### src/rtl/uartms_pkg.sv
// Shared UART register-map constants and bus request helpers.
package uartms_pkg;

  // UART core register addresses.
  localparam logic [3:0] ADDR_CTRL    = 4'h0;
  localparam logic [3:0] ADDR_INTR    = 4'h1;
  localparam logic [3:0] ADDR_BAUD_LO = 4'h2;
  localparam logic [3:0] ADDR_BAUD_HI = 4'h3;
  localparam logic [3:0] ADDR_STAT    = 4'h4;
  localparam logic [3:0] ADDR_TXD     = 4'h5;
  localparam logic [3:0] ADDR_RXD     = 4'h6;

  // Status register bit positions.
  localparam int STAT_TX_FULL  = 0;
  localparam int STAT_RX_EMPTY = 1;

  // One register-bus request as presented to the bus-cycle engine.
  typedef struct packed {
    logic       wr;
    logic [3:0] addr;
    logic [7:0] wdata;
  } bus_req_t;

  function automatic bus_req_t wr_req(input logic [3:0] addr, input logic [7:0] data);
    bus_req_t r;
    r.wr    = 1'b1;
    r.addr  = addr;
    r.wdata = data;
    return r;
  endfunction

  // Reads drive zero on the write-data lines.
  function automatic bus_req_t rd_req(input logic [3:0] addr);
    bus_req_t r;
    r.wr    = 1'b0;
    r.addr  = addr;
    r.wdata = 8'h00;
    return r;
  endfunction

endpackage

### src/rtl/uartms_bus_cyc.sv
// Single register-bus cycle engine: launches one access, holds it until
// acknowledged, or abandons it after ACK_TMO cycles without an ack.
module uartms_bus_cyc #(
  parameter int ACK_TMO = 15
) (
  input  logic       mclk,
  input  logic       reset_n,
  input  logic       start,
  input  logic       wr,
  input  logic [3:0] addr,
  input  logic [7:0] wdata,
  output logic       done,
  output logic       tmo,
  output logic [7:0] rdata,
  output logic       reg_cs,
  output logic       reg_wr,
  output logic       reg_be,
  output logic [3:0] reg_addr,
  output logic [7:0] reg_wdata,
  input  logic [7:0] reg_rdata,
  input  logic       reg_ack
);

  // Counter value in the last cycle reg_cs may stay high without an ack.
  localparam logic [3:0] TMO_LAST = 4'(ACK_TMO - 1);

  logic [3:0] tmo_cnt_reg;

  // done/tmo are valid in the cycle the engine finishes; rdata is only
  // meaningful alongside done, and the consumer captures it at that edge.
  assign done  = reg_cs && reg_ack;
  assign tmo   = reg_cs && !reg_ack && (tmo_cnt_reg == TMO_LAST);
  assign rdata = reg_rdata;

  // Launch on start while idle; hold the request until ack or timeout.
  always_ff @(posedge mclk or negedge reset_n) begin
    if (!reset_n) begin
      reg_cs      <= 1'b0;
      reg_wr      <= 1'b0;
      reg_be      <= 1'b0;
      reg_addr    <= 4'h0;
      reg_wdata   <= 8'h00;
      tmo_cnt_reg <= 4'd0;
    end else if (reg_cs) begin
      if (done || tmo) begin
        reg_cs <= 1'b0;
        reg_wr <= 1'b0;
        reg_be <= 1'b0;
      end else begin
        tmo_cnt_reg <= tmo_cnt_reg + 4'd1;
      end
    end else if (start) begin
      reg_cs      <= 1'b1;
      reg_be      <= 1'b1;
      reg_wr      <= wr;
      reg_addr    <= addr;
      reg_wdata   <= wdata;
      tmo_cnt_reg <= 4'd0;
    end
  end

endmodule

### src/rtl/uartms_reg_master.sv
// Register-bus master for a UART core: programs control/baud on request,
// then polls status and moves bytes between the UART FIFOs and the
// tx/rx streaming handshakes.
module uartms_reg_master
  import uartms_pkg::*;
#(
  parameter logic [7:0]  CTRL_INIT = 8'h83,
  parameter logic [11:0] BAUD_INIT = 12'd0,
  parameter int          ACK_TMO   = 15
) (
  input  logic       mclk,
  input  logic       reset_n,
  input  logic       init_req,
  output logic       init_done,
  input  logic       tx_valid,
  input  logic [7:0] tx_data,
  output logic       tx_ready,
  output logic       rx_valid,
  output logic [7:0] rx_data,
  input  logic       rx_ready,
  output logic       bus_err,
  output logic       reg_cs,
  output logic       reg_wr,
  output logic       reg_be,
  output logic [3:0] reg_addr,
  output logic [7:0] reg_wdata,
  input  logic [7:0] reg_rdata,
  input  logic       reg_ack
);

  typedef enum logic [2:0] {
    IDLE, INIT_CTRL, INIT_BLO, INIT_BHI, POLL, RX_RD, TX_WR
  } state_t;

  state_t     state_reg;
  logic       pending_reg;
  bus_req_t   req;
  logic       in_init;
  logic       cyc_start;
  logic       cyc_done;
  logic       cyc_tmo;
  logic [7:0] cyc_rdata;

  // Request presented to the engine for the access owned by each state.
  always_comb begin
    req = rd_req(ADDR_STAT);
    case (state_reg)
      INIT_CTRL: req = wr_req(ADDR_CTRL, CTRL_INIT);
      INIT_BLO:  req = wr_req(ADDR_BAUD_LO, BAUD_INIT[7:0]);
      INIT_BHI:  req = wr_req(ADDR_BAUD_HI, {4'h0, BAUD_INIT[11:8]});
      RX_RD:     req = rd_req(ADDR_RXD);
      TX_WR:     req = wr_req(ADDR_TXD, tx_data);
      default:   req = rd_req(ADDR_STAT);
    endcase
  end

  assign in_init = state_reg inside {INIT_CTRL, INIT_BLO, INIT_BHI};

  // A new access starts in every cycle reg_cs is low outside IDLE, which
  // gives exactly one idle cycle after each access. An init_req arriving in
  // that idle cycle suppresses the launch so the restart begins cleanly.
  assign cyc_start = (state_reg != IDLE) && !reg_cs && !init_req;

  // The byte is taken in the very cycle the UART acks the TXD write, so
  // tx_ready is decoded from the ack rather than registered.
  assign tx_ready = (state_reg == TX_WR) && cyc_done;

  uartms_bus_cyc #(.ACK_TMO(ACK_TMO)) u_bus_cyc (
    .mclk      (mclk),
    .reset_n   (reset_n),
    .start     (cyc_start),
    .wr        (req.wr),
    .addr      (req.addr),
    .wdata     (req.wdata),
    .done      (cyc_done),
    .tmo       (cyc_tmo),
    .rdata     (cyc_rdata),
    .reg_cs    (reg_cs),
    .reg_wr    (reg_wr),
    .reg_be    (reg_be),
    .reg_addr  (reg_addr),
    .reg_wdata (reg_wdata),
    .reg_rdata (reg_rdata),
    .reg_ack   (reg_ack)
  );

  // Sequencer: init writes, status polling, rx/tx transfers and restarts.
  always_ff @(posedge mclk or negedge reset_n) begin
    if (!reset_n) begin
      state_reg   <= IDLE;
      pending_reg <= 1'b0;
      init_done   <= 1'b0;
      bus_err     <= 1'b0;
      rx_valid    <= 1'b0;
      rx_data     <= 8'h00;
    end else begin
      if (init_req) begin
        bus_err   <= 1'b0;
        init_done <= 1'b0;
      end
      if (cyc_tmo) bus_err <= 1'b1;
      if (rx_valid && rx_ready) rx_valid <= 1'b0;

      if (state_reg == IDLE) begin
        if (init_req) state_reg <= INIT_CTRL;
      end else if (cyc_done || cyc_tmo) begin
        pending_reg <= 1'b0;
        if (cyc_done && state_reg == RX_RD) begin
          rx_data  <= cyc_rdata;
          rx_valid <= 1'b1;
        end
        if (init_req || pending_reg) begin
          state_reg <= INIT_CTRL;
        end else if (cyc_tmo) begin
          state_reg <= in_init ? INIT_CTRL : POLL;
        end else begin
          case (state_reg)
            INIT_CTRL: state_reg <= INIT_BLO;
            INIT_BLO:  state_reg <= INIT_BHI;
            INIT_BHI: begin
              init_done <= 1'b1;
              state_reg <= POLL;
            end
            POLL: begin
              if (!cyc_rdata[STAT_RX_EMPTY] && !rx_valid)
                state_reg <= RX_RD;
              else if (tx_valid && !cyc_rdata[STAT_TX_FULL])
                state_reg <= TX_WR;
              else
                state_reg <= POLL;
            end
            default: state_reg <= POLL;
          endcase
        end
      end else if (init_req) begin
        // Let an in-flight access finish; restart straight away otherwise.
        if (reg_cs) pending_reg <= 1'b1;
        else        state_reg   <= INIT_CTRL;
      end
    end
  end

endmodule

### config.mk
export PLATFORM = sky130hd
export DESIGN_NAME = uartms_reg_master
export DESIGN_NICKNAME = d
export VERILOG_FILES = /design/src/rtl/uartms_pkg.sv /design/src/rtl/uartms_bus_cyc.sv /design/src/rtl/uartms_reg_master.sv
export SDC_FILE = /design/constraint.sdc
export NUM_CORES = 1
export LEC_CHECK = 0
export ABC_AREA = 1
export CELL_PAD_IN_SITES_DETAIL_PLACEMENT = 1
export CELL_PAD_IN_SITES_GLOBAL_PLACEMENT = 2
export CORE_ASPECT_RATIO = 1.5
export CORE_MARGIN = 2
export CORE_UTILIZATION = 26
export DETAILED_ROUTE_END_ITERATION = 6
export GPL_ROUTABILITY_DRIVEN = 0
export PLACE_DENSITY = 0.79
export SYNTH_ARGS = -nofsm -noshare
export SYNTH_HDL_FRONTEND = slang
export SYNTH_SLANG_ARGS = --single-unit
### constraint.sdc
create_clock -name mclk -period 1.7 [get_ports mclk]
set_input_delay 0.255 -clock mclk [delete_from_list [all_inputs] [get_ports mclk]]
set_output_delay 0.255 -clock mclk [all_outputs]
set_load 0.005 [all_outputs]
==> results of run 1 <==
cell usage after synthesis (all sizes together):
| library cell | n |
|---|---|
| xor2 | 2 |
| a21oi | 5 |
| dfrtp | 33 |
| a21o | 1 |
| conb | 1 |
| o21ai | 22 |
| a31oi | 1 |
| ha | 2 |
| o22ai | 1 |
| inv | 17 |
| nand3 | 13 |
| nand4 | 2 |
| buf | 4 |
| nand2 | 63 |
| nor2 | 22 |
power breakdown:
group	switching, uW	internal, uW
logic	677	597
clock network	283	366
registers	125	1000
what timing repair did:
action,in CTS,in global routing
resized for setup,1,2
endpoints found under the setup margin,1,1
hold buffers,0,0
pin swaps,0,1
area by class of cell:
cell class,count,area [sq um]
repair buffers,57,541
clock buffers,7,96.3
multi-input cells,135,651
clock inverters,1,5.00
fillers,706,3560
inverters,17,63.8
well taps,72,90.1
flip-flops and latches,33,826
metal layers:
metal	vias up	wire (um)	global-route usage, %	part of all wire (%)
met4	0	68	4.71	1.6
met2	35	2370	27.0	55
li1	717	-	-	-
met5	-	0	0	0
met3	5	183	2.15	4.3
met1	697	1680	15.1	39
cells by family after synthesis:
kind of cell | synth area share (%)
AND/OR/NAND/NOR | 27.8
flip-flops | 52.5
AO/OA/AOI/OAI | 10.6
buffers and inverters | 6.20
XOR/XNOR | 1.11
adder cells (fa/ha/maj) | 1.59
other | 0.238
stage by stage:
stage	hold WS (ns)	util, %
global placement	0.462	37.3
floorplan	-0.0406	-
detailed placement	0.466	37.3
finish	0.385	39.0
CTS	0.405	39.1
global route	0.435	39.0
how the worst min path moves through the flow:
stage	start	endpoint	slack [ns]
2_1_floorplan	reset_n	bus_err	-0.04
3_3_place_gp	u_bus_cyc.reg_addr[0]	u_bus_cyc.reg_addr[0]	0.46
3_5_place_dp	u_bus_cyc.reg_be	u_bus_cyc.reg_be	0.47
4_1_cts	reset_n	state_reg[2]	0.40
5_1_grt	reset_n	rx_data[0]	0.43
6_report	reset_n	rx_data[1]	0.38
==> impl_metrics.env, run 1 <==
export IMPL_place_hpwl_um=3330
export IMPL_clock_sinks=33
export IMPL_cp_num_buf_inv=2
export IMPL_worstSetupPathDepth=2
export IMPL_fin_ws_ns=0.159
export IMPL_min_path_type="primary input to async pin"
export IMPL_grt_start_max_net_pins=34
export IMPL_power_total_uw=3050
export IMPL_core_sq_um=5830
export IMPL_cts_max_level=2
export IMPL_slowest_delay_ns=0.50
export IMPL_arrival_ns=1.29
export IMPL_path_cells="buf_4 -> clkdlybuf4s50_1"
export IMPL_r2r_end="u_bus_cyc.tmo_cnt_reg[2]"
export IMPL_post_cts_buffers=0
export IMPL_status="finished, final reports clean"
export IMPL_final_hold_violation_count=0
export IMPL_cap_violations=0
export IMPL_syn_inst=189
export IMPL_cts_root_buffer="clkbuf_8"
export IMPL_drive_above_1_share_pct=13.6
export IMPL_yosysWarnings=0
export IMPL_r2r_start="u_bus_cyc.tmo_cnt_reg[0]"
export IMPL_crit_family="buffers and inverters"
export IMPL_drc=0
export IMPL_cts_path_max_buffers=2
export IMPL_final_cell_mix="nand2_1 (56), clkdlybuf4s50_1 (46), dfrtp_1 (33)"
export IMPL_antenna_found_initial=0
export IMPL_insertion_delay_ns=0.28
export IMPL_period_share_pct=90.7
export IMPL_pre_cts_ws_ns=-0.0659
export IMPL_fin_worst_skew_ns=0.00540
export IMPL_startpoint="u_bus_cyc.reg_cs"
export IMPL_area_growth_synth_to_final_pct=44.4
export IMPL_critPathMaxFanout=7
export IMPL_instances_no_fill=322
export IMPL_layout_commonest_cell="nand2_1"
export IMPL_powerDensity_nw_per_um2=1340
export IMPL_setup_violations=0
export IMPL_rows=34
export IMPL_via_count=1454
export IMPL_dieArea_sq_um=6710
export IMPL_grt_use_total_pct=14.2
export IMPL_synth_nets=213
export IMPL_antennaDiodeCount=0
export IMPL_fp_dieH_um=99.3
export IMPL_synth_seq_cells=33
export IMPL_finalCriticalPeriod_ns=1.54
export IMPL_synth_area_leader_cell="dfrtp_1"
export IMPL_crit_slowest_cell="clkdlybuf4s50_1"
export IMPL_critical_path_required_ns=1.44
export IMPL_initial_core_util_pct=27.0
export IMPL_r2r_cells=9
export IMPL_yosys_area_top_type_share_pct=52.5
export IMPL_setup_worst_path_class="flip-flop to output pin"
export IMPL_timing_reg2reg_setup_slack_ns=0.19
export IMPL_placed_cells=314
export IMPL_drtIter0Drc=42
export IMPL_ir_drop_mv=0.464
export IMPL_leakage_uw=0.00109
export IMPL_die_w_um=67.5
export IMPL_stdcell_area_sq_um=2270
export IMPL_rsz0062_at_grt="false"
export IMPL_postPlaceCellArea_sq_um=2180
export IMPL_grt_first_pass_wirelength_um=7270
export IMPL_cts_buffers_inserted=5
export IMPL_wl_um=4300
export IMPL_slew_viol_final=0
export IMPL_netlist_top_cells_area="dfrtp_1 (52%), nand2_1 (13%), o21ai_0 (6.0%)"
export IMPL_boundaryPins=49
export IMPL_synth_cell_types=22
export IMPL_firstDrtPassIters=4
export IMPL_synth_area_sq_um=1570
export IMPL_io_buffer_count=47
export IMPL_cts_tree="built"
export IMPL_fmax_mhz=649
export IMPL_crit_path_end="reg_cs"
export IMPL_yosysSeqAreaShare_pct=52.5
export IMPL_viasPerCell=4.52
export IMPL_overflow=0
export IMPL_fin_nets=273
export IMPL_setup_tns_final_ns=0
export IMPL_worstSetupEndpointType="output pin"
export IMPL_grt_pass1_vias=1574
export IMPL_ant_nets=0
export IMPL_syn_area_per_cell_sq_um=8.33
export IMPL_clk_pin_slew_ns=0.07
export IMPL_wire_per_inst_um=13.3
export IMPL_startpoint_type="flip-flop"
Power figures use the tool's default switching activity.
==> run 2: changes to the inputs <==
--- a/config.mk
+++ b/config.mk
@@ -10,10 +10,10 @@
 export CELL_PAD_IN_SITES_GLOBAL_PLACEMENT = 2
 export CORE_ASPECT_RATIO = 1.5
 export CORE_MARGIN = 2
-export CORE_UTILIZATION = 26
+export CORE_UTILIZATION = 23
 export DETAILED_ROUTE_END_ITERATION = 6
 export GPL_ROUTABILITY_DRIVEN = 0
-export PLACE_DENSITY = 0.79
+export PLACE_DENSITY = 0.71
 export SYNTH_ARGS = -nofsm -noshare
 export SYNTH_HDL_FRONTEND = slang
 export SYNTH_SLANG_ARGS = --single-unit
==> impl_metrics.env, run 2 (same netlist as run 1, synthesis figures left out) <==
export IMPL_status="finished, final reports clean"
export IMPL_dieArea_sq_um=7540
export IMPL_min_path_type="primary input to async pin"
export IMPL_ant_nets=0
export IMPL_fmax_mhz=631
export IMPL_grt_use_total_pct=12.7
export IMPL_layout_commonest_cell="nand2_1"
export IMPL_wl_um=4410
export IMPL_grt_pass1_vias=1544
export IMPL_fin_nets=276
export IMPL_setup_tns_final_ns=0
export IMPL_instances_no_fill=329
export IMPL_io_buffer_count=47
export IMPL_startpoint_type="flip-flop"
export IMPL_viasPerCell=4.44
export IMPL_place_hpwl_um=3310
export IMPL_overflow=0
export IMPL_critical_path_required_ns=1.44
export IMPL_die_w_um=71.5
export IMPL_firstDrtPassIters=3
export IMPL_fill_cells=791
export IMPL_grt_first_pass_wirelength_um=7450
export IMPL_fp_dieH_um=105
export IMPL_cts_buffers_inserted=5
export IMPL_worstSetupEndpointType="output pin"
export IMPL_cts_root_buffer="clkbuf_8"
export IMPL_ff_latch_area_sq_um=826
export IMPL_via_count=1462
export IMPL_wire_per_inst_um=13.4
export IMPL_setup_violations=0
export IMPL_cts_path_max_buffers=2
export IMPL_placed_cells=321
export IMPL_antennaDiodeCount=0
export IMPL_area_growth_synth_to_final_pct=47.1
export IMPL_drtIter0Drc=59
export IMPL_holdWs_ns=0.385
export IMPL_cts_tree="built"
export IMPL_rows=36
export IMPL_multi_input_area_sq_um=651
export IMPL_antenna_found_initial=0
export IMPL_final_cell_mix="nand2_1 (56), clkdlybuf4s50_1 (46), dfrtp_1 (33)"
export IMPL_final_hold_violation_count=0
export IMPL_rsz0062_at_grt="false"
export IMPL_grt_start_max_net_pins=34
export IMPL_stdcell_area_sq_um=2310
export IMPL_critPathMaxFanout=6
export IMPL_slew_viol_final=0
export IMPL_postPlaceCellArea_sq_um=2200
export IMPL_initial_core_util_pct=23.9
export IMPL_period_share_pct=93.2
export IMPL_powerDensity_nw_per_um2=1380
export IMPL_setup_worst_path_class="flip-flop to output pin"
export IMPL_core_sq_um=6580
export IMPL_clock_sinks=33
export IMPL_boundaryPins=49
export IMPL_cts_max_level=2
export IMPL_ir_drop_mv=0.420
export IMPL_finalCriticalPeriod_ns=1.58
export IMPL_fin_worst_skew_ns=0.00359
export IMPL_drive_above_1_share_pct=14.2
export IMPL_leakage_uw=0.00111
export IMPL_cap_violations=0
export IMPL_insertion_delay_ns=0.29
export IMPL_clk_pin_slew_ns=0.07
export IMPL_drc=0
export IMPL_arrival_ns=1.33
==> run 2: cell count changes in the layout (fill, tap and decap cells not counted), sizes merged <==
| cell | before | now |
|---|---|---|
| buf | 10 | 13 |
| bufinv | 0 | 1 |
| clkinv | 1 | 0 |
==> run 2: worst paths after layout <==
| kind | start | to | slack (ns) | depth (start not counted) |
|---|---|---|---|---|
| worst min register to register | u_bus_cyc.reg_be | u_bus_cyc.reg_be | 0.47 | 2 |
| min in group mclk | u_bus_cyc.reg_be | u_bus_cyc.reg_be | 0.47 | 2 |
| worst max-delay path | u_bus_cyc.reg_cs | reg_cs | 0.12 | 2 |
| max in group asynchronous | reset_n | u_bus_cyc.tmo_cnt_reg[3] | 0.99 | 2 |
| worst max register to register | state_reg[1] | u_bus_cyc.reg_addr[0] | 0.21 | 7 |
| worst min-delay path | reset_n | pending_reg | 0.39 | 2 |
==> run 2: power by group <==
part,internal [uW],total (uW),switching (uW)
logic,613,1300,683
registers,1000,1130,126
clock network,478,773,295
total,2090,3200,1100
==> run 2: cell type report <==
type / count / area share [%]
flip-flops and latches: 33 / 35.7
inverters: 17 / 2.76
repair buffers: 60 / 24.3
well taps: 76 / 4.11
clock buffers: 7 / 3.73
clock inverters: 1 / 1.30
multi-input cells: 135 / 28.1
==> run 2: worst max-delay path, stage by stage, from the launching register on <==
cell and delay (ns):
dfrtp_1 0.37, buf_4 0.17, clkdlybuf4s50_1 0.50
==> run 2: layer usage <==
| metal | up-vias | wire length [um] | track usage, % |
|---|---|---|---|
| met5 | - | 0 | 0 |
| met4 | 0 | 91 | 5.26 |
| met3 | 6 | 216 | 3.06 |
| met2 | 33 | 2310 | 22.5 |
| met1 | 698 | 1790 | 14.2 |
| li1 | 725 | - | - |
==> run 2: timing repair <==
action / in CTS / in global routing
setup endpoints to repair: 1 / 1
resized for setup: 1 / 2
hold buffers: 0 / 0
buffers inserted: 0 / 0
cloned: 0 / 0
endpoints found under the hold margin: 0 / 0
==> run 2: metrics by stage <==
| stage | total power, uW | utilization, % | worst slack [ns] |
|---|---|---|---|
| finish | 3200 | 35.2 | 0.116 |
| global route | 3470 | 35.2 | 0.0548 |
| CTS | 3270 | 35.3 | 0.0343 |
| detailed placement | 2470 | 33.5 | -0.0553 |
| global placement | 2440 | 33.5 | -0.0613 |
| floorplan | 1800 | - | 0.375 |
